--- config.mk ---
export PLATFORM = sky130hd
export DESIGN_NAME = nco_downmix_rx
export DESIGN_NICKNAME = d
export VERILOG_FILES = /design/src/rtl/nco_downmix_rx_pkg.sv /design/src/rtl/nco_phase_acc.sv /design/src/rtl/sine_lookup.sv /design/src/rtl/nco_downmix_rx.sv
export SDC_FILE = /design/constraint.sdc
export NUM_CORES = 1
export LEC_CHECK = 0
export ABC_AREA = 0
export CELL_PAD_IN_SITES_DETAIL_PLACEMENT = 0
export CELL_PAD_IN_SITES_GLOBAL_PLACEMENT = 1
export CORE_MARGIN = 2
export CORE_UTILIZATION = 51
export DETAILED_ROUTE_END_ITERATION = 8
export PLACE_DENSITY_LB_ADDON = 0.1
export SYNTH_ARGS = -nofsm -noshare
export SYNTH_HDL_FRONTEND = slang
export SYNTH_SLANG_ARGS = --single-unit
--- constraint.sdc ---
create_clock -name clk -period 8.8 [get_ports clk]
set_clock_uncertainty 0.05 [all_clocks]
set_input_delay 0.88 -clock clk [delete_from_list [all_inputs] [get_ports clk]]
set_output_delay 0.88 -clock clk [all_outputs]
set_load 0.03 [all_outputs]
--- src/rtl/nco_downmix_rx_pkg.sv ---
// Shared constants and types for the NCO down-mixing receiver.
package nco_downmix_rx_pkg;

  localparam int unsigned LUT_ADDR_W = 8;
  localparam logic [LUT_ADDR_W-1:0] COS_OFFSET = 8'd64;
  localparam logic [7:0] ADC_MIDSCALE = 8'd127;
  localparam int unsigned PROD_W = 16;

  typedef logic signed [PROD_W-1:0] prod_t;

  // Offset-binary ADC code to signed sample; code 255 (+128) clamps to +127.
  function automatic logic signed [7:0] to_signed_sample(input logic [7:0] code);
    logic signed [8:0] d;
    d = $signed({1'b0, code}) - $signed({1'b0, ADC_MIDSCALE});
    if (d > 9'sd127) return 8'sd127;
    return d[7:0];
  endfunction

endpackage

--- src/rtl/nco_phase_acc.sv ---
// NCO phase accumulator with per-sample clear; exposes the LUT address of the current sample.
module nco_phase_acc
  import nco_downmix_rx_pkg::*;
#(
  parameter int unsigned PHASE_W = 16
) (
  input  logic                  clk,
  input  logic                  rst,
  input  logic                  advance,
  input  logic                  clear,
  input  logic [PHASE_W-1:0]    freq_word,
  output logic [LUT_ADDR_W-1:0] lut_addr
);

  logic [PHASE_W-1:0] acc;
  logic [PHASE_W-1:0] phase;

  assign phase    = clear ? '0 : acc;
  assign lut_addr = phase[PHASE_W-1 -: LUT_ADDR_W];

  always_ff @(posedge clk) begin
    if (rst)          acc <= '0;
    else if (advance) acc <= phase + freq_word;
    else if (clear)   acc <= '0;
  end

endmodule

--- src/rtl/sine_lookup.sv ---
// Quarter-wave sine ROM shared with the TX path: round(127*sin(2*pi*addr/256)).
module sine_lookup (
  input  logic [7:0]        addr,
  output logic signed [7:0] data
);

  function automatic logic [6:0] quarter(input logic [6:0] i);
    case (i)
      7'd0:  return 7'd0;   7'd1:  return 7'd3;   7'd2:  return 7'd6;   7'd3:  return 7'd9;
      7'd4:  return 7'd12;  7'd5:  return 7'd16;  7'd6:  return 7'd19;  7'd7:  return 7'd22;
      7'd8:  return 7'd25;  7'd9:  return 7'd28;  7'd10: return 7'd31;  7'd11: return 7'd34;
      7'd12: return 7'd37;  7'd13: return 7'd40;  7'd14: return 7'd43;  7'd15: return 7'd46;
      7'd16: return 7'd49;  7'd17: return 7'd51;  7'd18: return 7'd54;  7'd19: return 7'd57;
      7'd20: return 7'd60;  7'd21: return 7'd63;  7'd22: return 7'd65;  7'd23: return 7'd68;
      7'd24: return 7'd71;  7'd25: return 7'd73;  7'd26: return 7'd76;  7'd27: return 7'd78;
      7'd28: return 7'd81;  7'd29: return 7'd83;  7'd30: return 7'd85;  7'd31: return 7'd88;
      7'd32: return 7'd90;  7'd33: return 7'd92;  7'd34: return 7'd94;  7'd35: return 7'd96;
      7'd36: return 7'd98;  7'd37: return 7'd100; 7'd38: return 7'd102; 7'd39: return 7'd104;
      7'd40: return 7'd106; 7'd41: return 7'd107; 7'd42: return 7'd109; 7'd43: return 7'd111;
      7'd44: return 7'd112; 7'd45: return 7'd113; 7'd46: return 7'd115; 7'd47: return 7'd116;
      7'd48: return 7'd117; 7'd49: return 7'd118; 7'd50: return 7'd120; 7'd51: return 7'd121;
      7'd52: return 7'd122; 7'd53: return 7'd122; 7'd54: return 7'd123; 7'd55: return 7'd124;
      7'd56: return 7'd125; 7'd57: return 7'd125; 7'd58: return 7'd126; 7'd59: return 7'd126;
      7'd60: return 7'd126; default: return 7'd127;
    endcase
  endfunction

  logic [6:0] idx;
  logic [6:0] mag;

  always_comb begin
    idx = addr[6] ? (7'd64 - {1'b0, addr[5:0]}) : {1'b0, addr[5:0]};
    mag = quarter(idx);
    data = addr[7] ? -$signed({1'b0, mag}) : $signed({1'b0, mag});
  end

endmodule

--- src/rtl/nco_downmix_rx.sv ---
// NCO down-mixer with integrate-and-dump I/Q and valid/ready output.
// Define DOWNMIX_SAT_EN for saturating accumulators (default wraps).
module nco_downmix_rx
  import nco_downmix_rx_pkg::*;
#(
  parameter int unsigned DATA_W  = 8,
  parameter int unsigned PHASE_W = 16,
  parameter int unsigned ACC_W   = 24
) (
  input  logic                    clk,
  input  logic                    rst,
  input  logic [DATA_W-1:0]       sample_in,
  input  logic                    sample_valid,
  input  logic [PHASE_W-1:0]      freq_word,
  input  logic                    phase_clear,
  input  logic [7:0]              dump_len,
  output logic signed [ACC_W-1:0] i_out,
  output logic signed [ACC_W-1:0] q_out,
  output logic                    out_valid,
  input  logic                    out_ready,
  output logic                    overrun
);

  function automatic logic signed [ACC_W-1:0] acc_add(input logic signed [ACC_W-1:0] a,
                                                      input prod_t p);
`ifdef DOWNMIX_SAT_EN
    logic signed [ACC_W:0] s;
    s = $signed({a[ACC_W-1], a}) + $signed({{(ACC_W+1-PROD_W){p[PROD_W-1]}}, p});
    if (s[ACC_W] != s[ACC_W-1])
      return s[ACC_W] ? {1'b1, {(ACC_W-1){1'b0}}} : {1'b0, {(ACC_W-1){1'b1}}};
    return s[ACC_W-1:0];
`else
    return a + $signed({{(ACC_W-PROD_W){p[PROD_W-1]}}, p});
`endif
  endfunction

  logic [LUT_ADDR_W-1:0] nco_addr, addr0, cos_addr;
  logic signed [7:0]     x0, x1, sin_w, cos_w, sin1, cos1;
  logic                  v0, v1, v2;
  prod_t                 prod_i, prod_q;

  logic signed [ACC_W-1:0] i_acc, q_acc, i_next, q_next;
  logic [8:0]              count, len_q, eff_len;
  logic                    first, done;

  nco_phase_acc #(.PHASE_W(PHASE_W)) u_nco (
    .clk       (clk),
    .rst       (rst),
    .advance   (sample_valid),
    .clear     (phase_clear),
    .freq_word (freq_word),
    .lut_addr  (nco_addr)
  );

  assign cos_addr = addr0 + COS_OFFSET;

  sine_lookup u_sin (.addr(addr0),    .data(sin_w));
  sine_lookup u_cos (.addr(cos_addr), .data(cos_w));

  always_ff @(posedge clk) begin
    if (rst) begin
      v0 <= 1'b0; v1 <= 1'b0; v2 <= 1'b0;
      x0 <= '0; addr0 <= '0; x1 <= '0; sin1 <= '0; cos1 <= '0;
      prod_i <= '0; prod_q <= '0;
    end else begin
      v0 <= sample_valid;
      if (sample_valid) begin
        x0    <= to_signed_sample(sample_in);
        addr0 <= nco_addr;
      end
      v1 <= v0;
      if (v0) begin
        x1   <= x0;
        sin1 <= sin_w;
        cos1 <= cos_w;
      end
      v2 <= v1;
      if (v1) begin
        prod_i <= x1 * cos1;
        prod_q <= x1 * sin1;
      end
    end
  end

  // The first sample of a dump uses dump_len live; later samples use the latched copy.
  always_comb begin
    first   = (count == 9'd0);
    eff_len = first ? ((dump_len == 8'd0) ? 9'd256 : {1'b0, dump_len}) : len_q;
    done    = v2 && (count + 9'd1 == eff_len);
    i_next  = acc_add(i_acc, prod_i);
    q_next  = acc_add(q_acc, prod_q);
  end

  always_ff @(posedge clk) begin
    if (rst) begin
      i_acc <= '0; q_acc <= '0; count <= '0; len_q <= '0;
      i_out <= '0; q_out <= '0; out_valid <= 1'b0; overrun <= 1'b0;
    end else begin
      if (v2) begin
        if (first) len_q <= eff_len;
        if (done) begin
          i_acc <= '0;
          q_acc <= '0;
          count <= '0;
        end else begin
          i_acc <= i_next;
          q_acc <= q_next;
          count <= count + 9'd1;
        end
      end
      if (done) begin
        i_out     <= i_next;
        q_out     <= q_next;
        out_valid <= 1'b1;
        if (out_valid && !out_ready) overrun <= 1'b1;
      end else if (out_valid && out_ready) begin
        out_valid <= 1'b0;
      end
    end
  end

endmodule

; Yosys cells after proc, flatten, opt, wreduce, memory -nomap -nowiden
; Memories as Yosys holds them, arrays and structs flattened.
; Index checks and enable logic that the tools add are counted.
[classes]
addsub = 10
n_lt_le_gt_ge = 1
n_reduce_logical = 9
eq_ne = 1
mux = 20
multipliers = 2
[op_table]
columns = cell, count
row1 = 24-bit by 16-bit adder with 24-bit output, 2
row2 = 24-bit 2-to-1 mux, 2
row3 = 8-bit by 8-bit multiplier with 16-bit output, 2
row4 = 16-bit 2-to-1 mux, 2
row5 = 8-bit 2-to-1 mux, 4
row6 = 7-bit 2-to-1 mux, 4
row7 = 9-bit 2-to-1 mux, 3
row8 = 16-bit adder, 1
row9 = 7-bit negator with 8-bit output, 2
row10 = "7-bit by 6-bit subtractor with 7-bit output, first input constant", 2
row11 = "9-bit by 1-bit adder with 9-bit output, second input constant", 1
row12 = 9-bit == test, 1
row13 = "9-bit by 8-bit greater-than comparator with 1-bit output, second input constant", 1
row14 = 9-bit logical NOT, 1
row15 = "8-bit by 7-bit subtractor with 9-bit output, second input constant", 1
row16 = "8-bit by 7-bit adder with 8-bit output, second input constant", 1
row17 = 8-bit logical NOT, 1
row18 = 1-bit 2-to-1 mux, 5
row19 = 2-bit AND reduction, 2
row20 = 1-bit logical AND, 3
row21 = 2-bit nonzero test, 1
row22 = 1-bit logical NOT, 1
[word_totals]
elab_cells = 64
out_inout_bits = 50
in_bits = 37
regBits = 207
memories = 2
rom_bits = 896
[memory_table]
columns = memory, words, word_bits, rd, rd_ports_with_merged_regs, write_ports, line
row1 = (no name shown), 64, 7, 1, 0, 0, sine_lookup.sv:8  ; case (i)
row2 = (no name shown), 64, 7, 1, 0, 0, sine_lookup.sv:8

; Depth between registers and ports, before layout
; An unclocked memory read counts as a cell.
[logic_depth]
depth_word = 7
depth_mapped = 20
mapped_depth_nobuf = 19

; Hierarchy
; Synthesis repeated with hierarchy kept, for this count alone.
[hier_totals]
hier_cells = 2328
area_unflattened_um2 = 18944.4
[by_module_without_submodules]
columns = mod, instances, area_each_um2, seq_area_each_um2, cells_per_inst
row1 = nco_downmix_rx, 1, 14863.0, 3823.7, 1773
row2 = nco_phase_acc, 1, 1505.2, 320.3, 189
row3 = sine_lookup at u_cos, 1, 1296.2, 0.0, 190
row4 = sine_lookup at u_sin, 1, 1280.0, 0.0, 176

; Worst setup path after synthesis
; No wires, ideal clock.
[synth_timing]
kind = register to register
from = register x1[1]
to = register prod_q[14]
period_less_slack_ns = 4.615
required_ns = 8.601
setup_time_ns = 0.149
arrival_ns = 4.415
setup_slack_ns = 4.185
path_stages_with_launch = 19
n_path_buf = 1
cell_sequence = dfxtp_1 clkbuf_1 nand2_1 fa_1 fa_1 inv_1 fa_1 inv_1 fa_1 inv_1 ha_1 o21ai_0 a21boi_0 o21ai_0 a21boi_0 o21ai_0 a21oi_1 mux2i_1 o311ai_0
[synth_via]
elab_chain_len = 1
[synth_rtl]
columns = element, line
row1 = from (decl), nco_downmix_rx.sv:38  ; logic signed [7:0] x0, x1, sin_w, cos_w, sin1, cos1;
row2 = from (signal assigned), nco_downmix_rx.sv:63  ; x0 <= '0; addr0 <= '0; x1 <= '0; sin1 <= '0; cos1 <= '0;
row3 = from (signal assigned), nco_downmix_rx.sv:73  ; x1 <= x0;
row4 = 8-bit by 8-bit multiplier with 16-bit output, nco_downmix_rx.sv:80  ; prod_q <= x1 * sin1;
row5 = to (signal assigned), nco_downmix_rx.sv:80
row6 = to (decl), nco_downmix_rx.sv:40  ; prod_t prod_i, prod_q;
; No other way between the ends.
; A chain may end at the register's enable or synchronous reset.

; Worst setup path in the final report
; Same ends and word-level chain as after synthesis.

==> summary.md <==
| Metric | Value |
|---|---|
| Result of the run | completed |
| Total number of nets in the final design | 2477 |
| Netlist area before placement | 0.01798 mm² |
| Relative contribution of combinational cells to total power | 13.9% |
| Detailed placement HPWL | 32110 µm |
| Num CTS Buffers | 24 |
| Cell internal power dissipation | 1.705 mW |
| Net switching share of the total power | about 27% |
| Count of flip-flops with a built-in enable after synthesis | 0 |
| Share of power burned in the clock network | 44.1% |
| Total wirelength of the detailed-routed design | 43830 µm |
| Total placed instance area | about 0.019 mm² |
| Static Leak | 8.443 nW |
| Max_cap viols | 0 |
| TritonCTS clock tree | built |
| Hold crit path type | reg2reg |
| Sum of negative setup slack | 0 ns |
| Total congestion overflow | 0 |
| Final instance count without filler cells | 2670 |
| Number of max-slew violations in the final report | 0 |
| Number of cells on the worst reg-to-reg path | 17 |
| Count of synthesis-stage warnings from yosys | 0 |
| Number of antenna-violating nets in the routed design | 0 |
| Die H | 191.7 µm |
| Number of placement rows | 68 |
| Pin count of the biggest net entering global routing | 82 |
| Kind of end point of the critical path | flop |
| Peak clock frequency supported by timing | 0.1968 GHz |
| Sequential element share of the synthesized area | 23.05% |
| Most used cells in the layout excluding fill and tap cells | sky130_fd_sc_hd__nor2_1 (207), sky130_fd_sc_hd__dfxtp_1 (207), sky130_fd_sc_hd__inv_1 (206) |
| Clk sinks | ~210 |
| I/O pin cnt | 87 |
| Global placer's final weighted congestion | 0.8782 |
| Vias in the first global route | between 10k and 15k |
| Hold buffer count at cts | 0 |
| Average instance area after synthesis | just over 8 µm² |
| Iteration-0 DRC Markers | 904 |
| Unrepaired setup endpoints after global routing | false |
| Routed via count divided by cell count | 5.613 |
| Cell count after synthesis | 2178 |
| Number of failing hold endpoints at the final stage | 0 |
| Final clock period utilization by the worst path | slightly below 60% |
| Fraction of final layout cells sized beyond drive strength 1 | under 10% |
| Count of vias placed by the detailed router | 14.99k |
| Clock transition at the registers of the reported paths | roughly 0.060 ns |
| Worst Hold Depth | 2 |
| Transition time at the pin with the least slew margin | 1.202 ns |
| Number of post-CTS setup repair buffers | 0 |
| Starting density of the core | about 52% |
| Clock period minus worst slack | about 5.1 ns |
| Count of port buffers added during placement | 86 |
| Total global routing track utilization | 24.26% |
| Per-cell routed wire length | 16.41 µm |
| Area used by multi-input combinational logic | ~0.013 mm² |
| Required time of the critical path | 9.13 ns |
| Total power of the final layout | 2.348 mW |
| Distinct cells, synth | 87 |
| Switching pwr | 0.6428 mW |
| Antenna Diode Count | 0 |
| Global-route wire length before repair | 73550 µm |
| Biggest fanout along the worst timing path | 17 |
| Placed Cells incl. Taps | 2628 |
| Asr flop ratio synth | 0% |
| Maximum number of buffers from clock root to sink | 3 |
| DIE WIDTH | 191.7 µm |
| DRC Markers | 0 |
| H-tree level count | 1 |
| Sequential Area | 0.004144 mm² |
| Area of all placed cells without fillers | 0.01988 mm² |
| Antenna violations before repair | 0 |
| Final number of setup-violating endpoints | 0 |
| Synth-to-Final Area Change | 10.58% |
| Most instantiated flip-flop cell in the synthesis netlist | sky130_fd_sc_hd__dfxtp_1 |
| Placeable core region | 0.03463 mm² |
| Clock tree root driver cell | sky130_fd_sc_hd__clkbuf_16 |
| Sequential share of power | approximately two fifths |
| Kind of start point of the critical path | flop |
| Max rail drop VDD | 0.0001366 V |
| Number of inserted filler cells in the final layout | 3219 |
| Slew margin rel. | 19.60% |
| Clock latency of the later-clocked register in the worst-skew pair | 0.54 ns |
| Post-layout utilization of the core | 57.40% |
| Post-synth net total | between 2k and 2.5k |
| Data arrival at the endpoint of the critical path | ~5.4 ns |
| CTS-repair resized insts | 0 |
| Die ar. | 0.03676 mm² |
| Type of the worst setup path | reg2reg |
| Power per cell area | 118.1 mW/mm² |
| Post-synthesis register bit count | 207 |
| Length of the first detailed-routing pass in iterations | 5 |
-- synthesized netlist by cell type, types with 24 or more instances --
| master | instances | share of area [%] |
|---|---|---|
| sky130_fd_sc_hd__and2_1 | 95 | 3.3 |
| sky130_fd_sc_hd__inv_1 | 206 | 4.3 |
| sky130_fd_sc_hd__a211oi_1 | 26 | 1.1 |
| sky130_fd_sc_hd__nand3_1 | 84 | 2.3 |
| sky130_fd_sc_hd__nor2_1 | 207 | 4.3 |
| sky130_fd_sc_hd__clkbuf_1 | 79 | 1.6 |
| sky130_fd_sc_hd__mux2i_1 | 99 | 5.5 |
| sky130_fd_sc_hd__nand2_1 | 158 | 3.3 |
| sky130_fd_sc_hd__xor2_1 | 34 | 1.7 |
| sky130_fd_sc_hd__ha_1 | 128 | 8.9 |
| sky130_fd_sc_hd__nor2b_1 | 45 | 1.6 |
| sky130_fd_sc_hd__xnor2_1 | 79 | 3.8 |
| sky130_fd_sc_hd__a21oi_1 | 151 | 4.2 |
| sky130_fd_sc_hd__o21ai_0 | 63 | 1.8 |
| sky130_fd_sc_hd__fa_1 | 113 | 13 |
| sky130_fd_sc_hd__nor3_1 | 45 | 1.3 |
| sky130_fd_sc_hd__dfxtp_1 | 207 | 23 |
| sky130_fd_sc_hd__nand2b_1 | 24 | 0.84 |
-- metrics by stage --
step                setup slack [ns]  hold WS [ns]
finish                         3.719        0.4082
global route                   3.294        0.4329
CTS                            3.715        0.4125
detailed placement             3.762        0.4021
global placement               3.869        0.3964
floorplan                      4.185        0.3907
-- worst paths after layout --
check / start / end / slack [ns]
worst max-delay path: x1[1] / prod_q[14] / 3.72
worst min-delay path: q_out[21] / q_out[21] / 0.41
worst max register to register: x1[1] / prod_q[14] / 3.72
worst min register to register: q_out[21] / q_out[21] / 0.41
-- cells by family (layout without fill, tap and decap cells) --
logic type      count (synthesis)  count (layout)  share of synthesized area (%)
simple gates                  744             744                          20.32
compound gates                447             447                          16.41
buf+inv                       317             354                          6.960
fa+ha+maj                     242             242                          21.55
flops                         207             207                          23.05
xor+xnor                      115             115                          5.749
mux                           106             106                          5.951
-- metal layers --
layer  global-route usage [%]  vias up  wire (µm)
met5                        0        -          0
met3                    2.796       50       1731
met2                    39.41      288      19810
met4                    5.592        0       1004
li1                         -     7514          -
met1                    34.55     7136      21280
-- critical path: stages (launching register included) --
cell and delay [ns]:
sky130_fd_sc_hd__dfxtp_1 0.68, sky130_fd_sc_hd__nand2_1 0.15, sky130_fd_sc_hd__fa_1 0.51, sky130_fd_sc_hd__fa_1 0.55, sky130_fd_sc_hd__inv_1 0.06, sky130_fd_sc_hd__fa_1 0.55
sky130_fd_sc_hd__inv_1 0.06, sky130_fd_sc_hd__fa_1 0.53, sky130_fd_sc_hd__inv_1 0.04, sky130_fd_sc_hd__ha_1 0.31, sky130_fd_sc_hd__o21ai_0 0.12, sky130_fd_sc_hd__a21boi_0 0.27
sky130_fd_sc_hd__o21ai_0 0.14, sky130_fd_sc_hd__a21boi_0 0.24, sky130_fd_sc_hd__o21ai_0 0.14, sky130_fd_sc_hd__a21oi_1 0.18, sky130_fd_sc_hd__mux2i_1 0.20, sky130_fd_sc_hd__o311ai_0 0.13
-- sequential cells by signal (all words and copies together), names as in the netlist, 8 cells and up --
signal and flops:
addr0 8, cos1 8, count 9, i_acc 24
i_out 24, len_q 9, prod_i 16, prod_q 16
q_acc 24, q_out 24, sin1 8, u_nco.acc 16
x0 8, x1 8
-- power by group through the flow --
stage          sequential [mW]  combinational [mW]  clock [mW]
5_1_grt                  0.989               0.368        1.10
4_1_cts                  0.986               0.327        1.06
6_report                 0.986               0.327        1.03
3_5_place_dp              1.01               0.326           0
2_1_floorplan            0.990               0.252           0
3_3_place_gp              1.01               0.322           0
-- final cells by class --
cell class                      instances  area share [%]
Clock buffer                           29           3.267
Sequential cell                       207           20.85
Tap cell                              455           2.864
Inverter                              210           3.966
Timing Repair Buffer                  102           4.941
Clock inverter                         13          0.8183
Multi-Input combinational cell       1654           63.30
(Power assumes the default switching activity.)
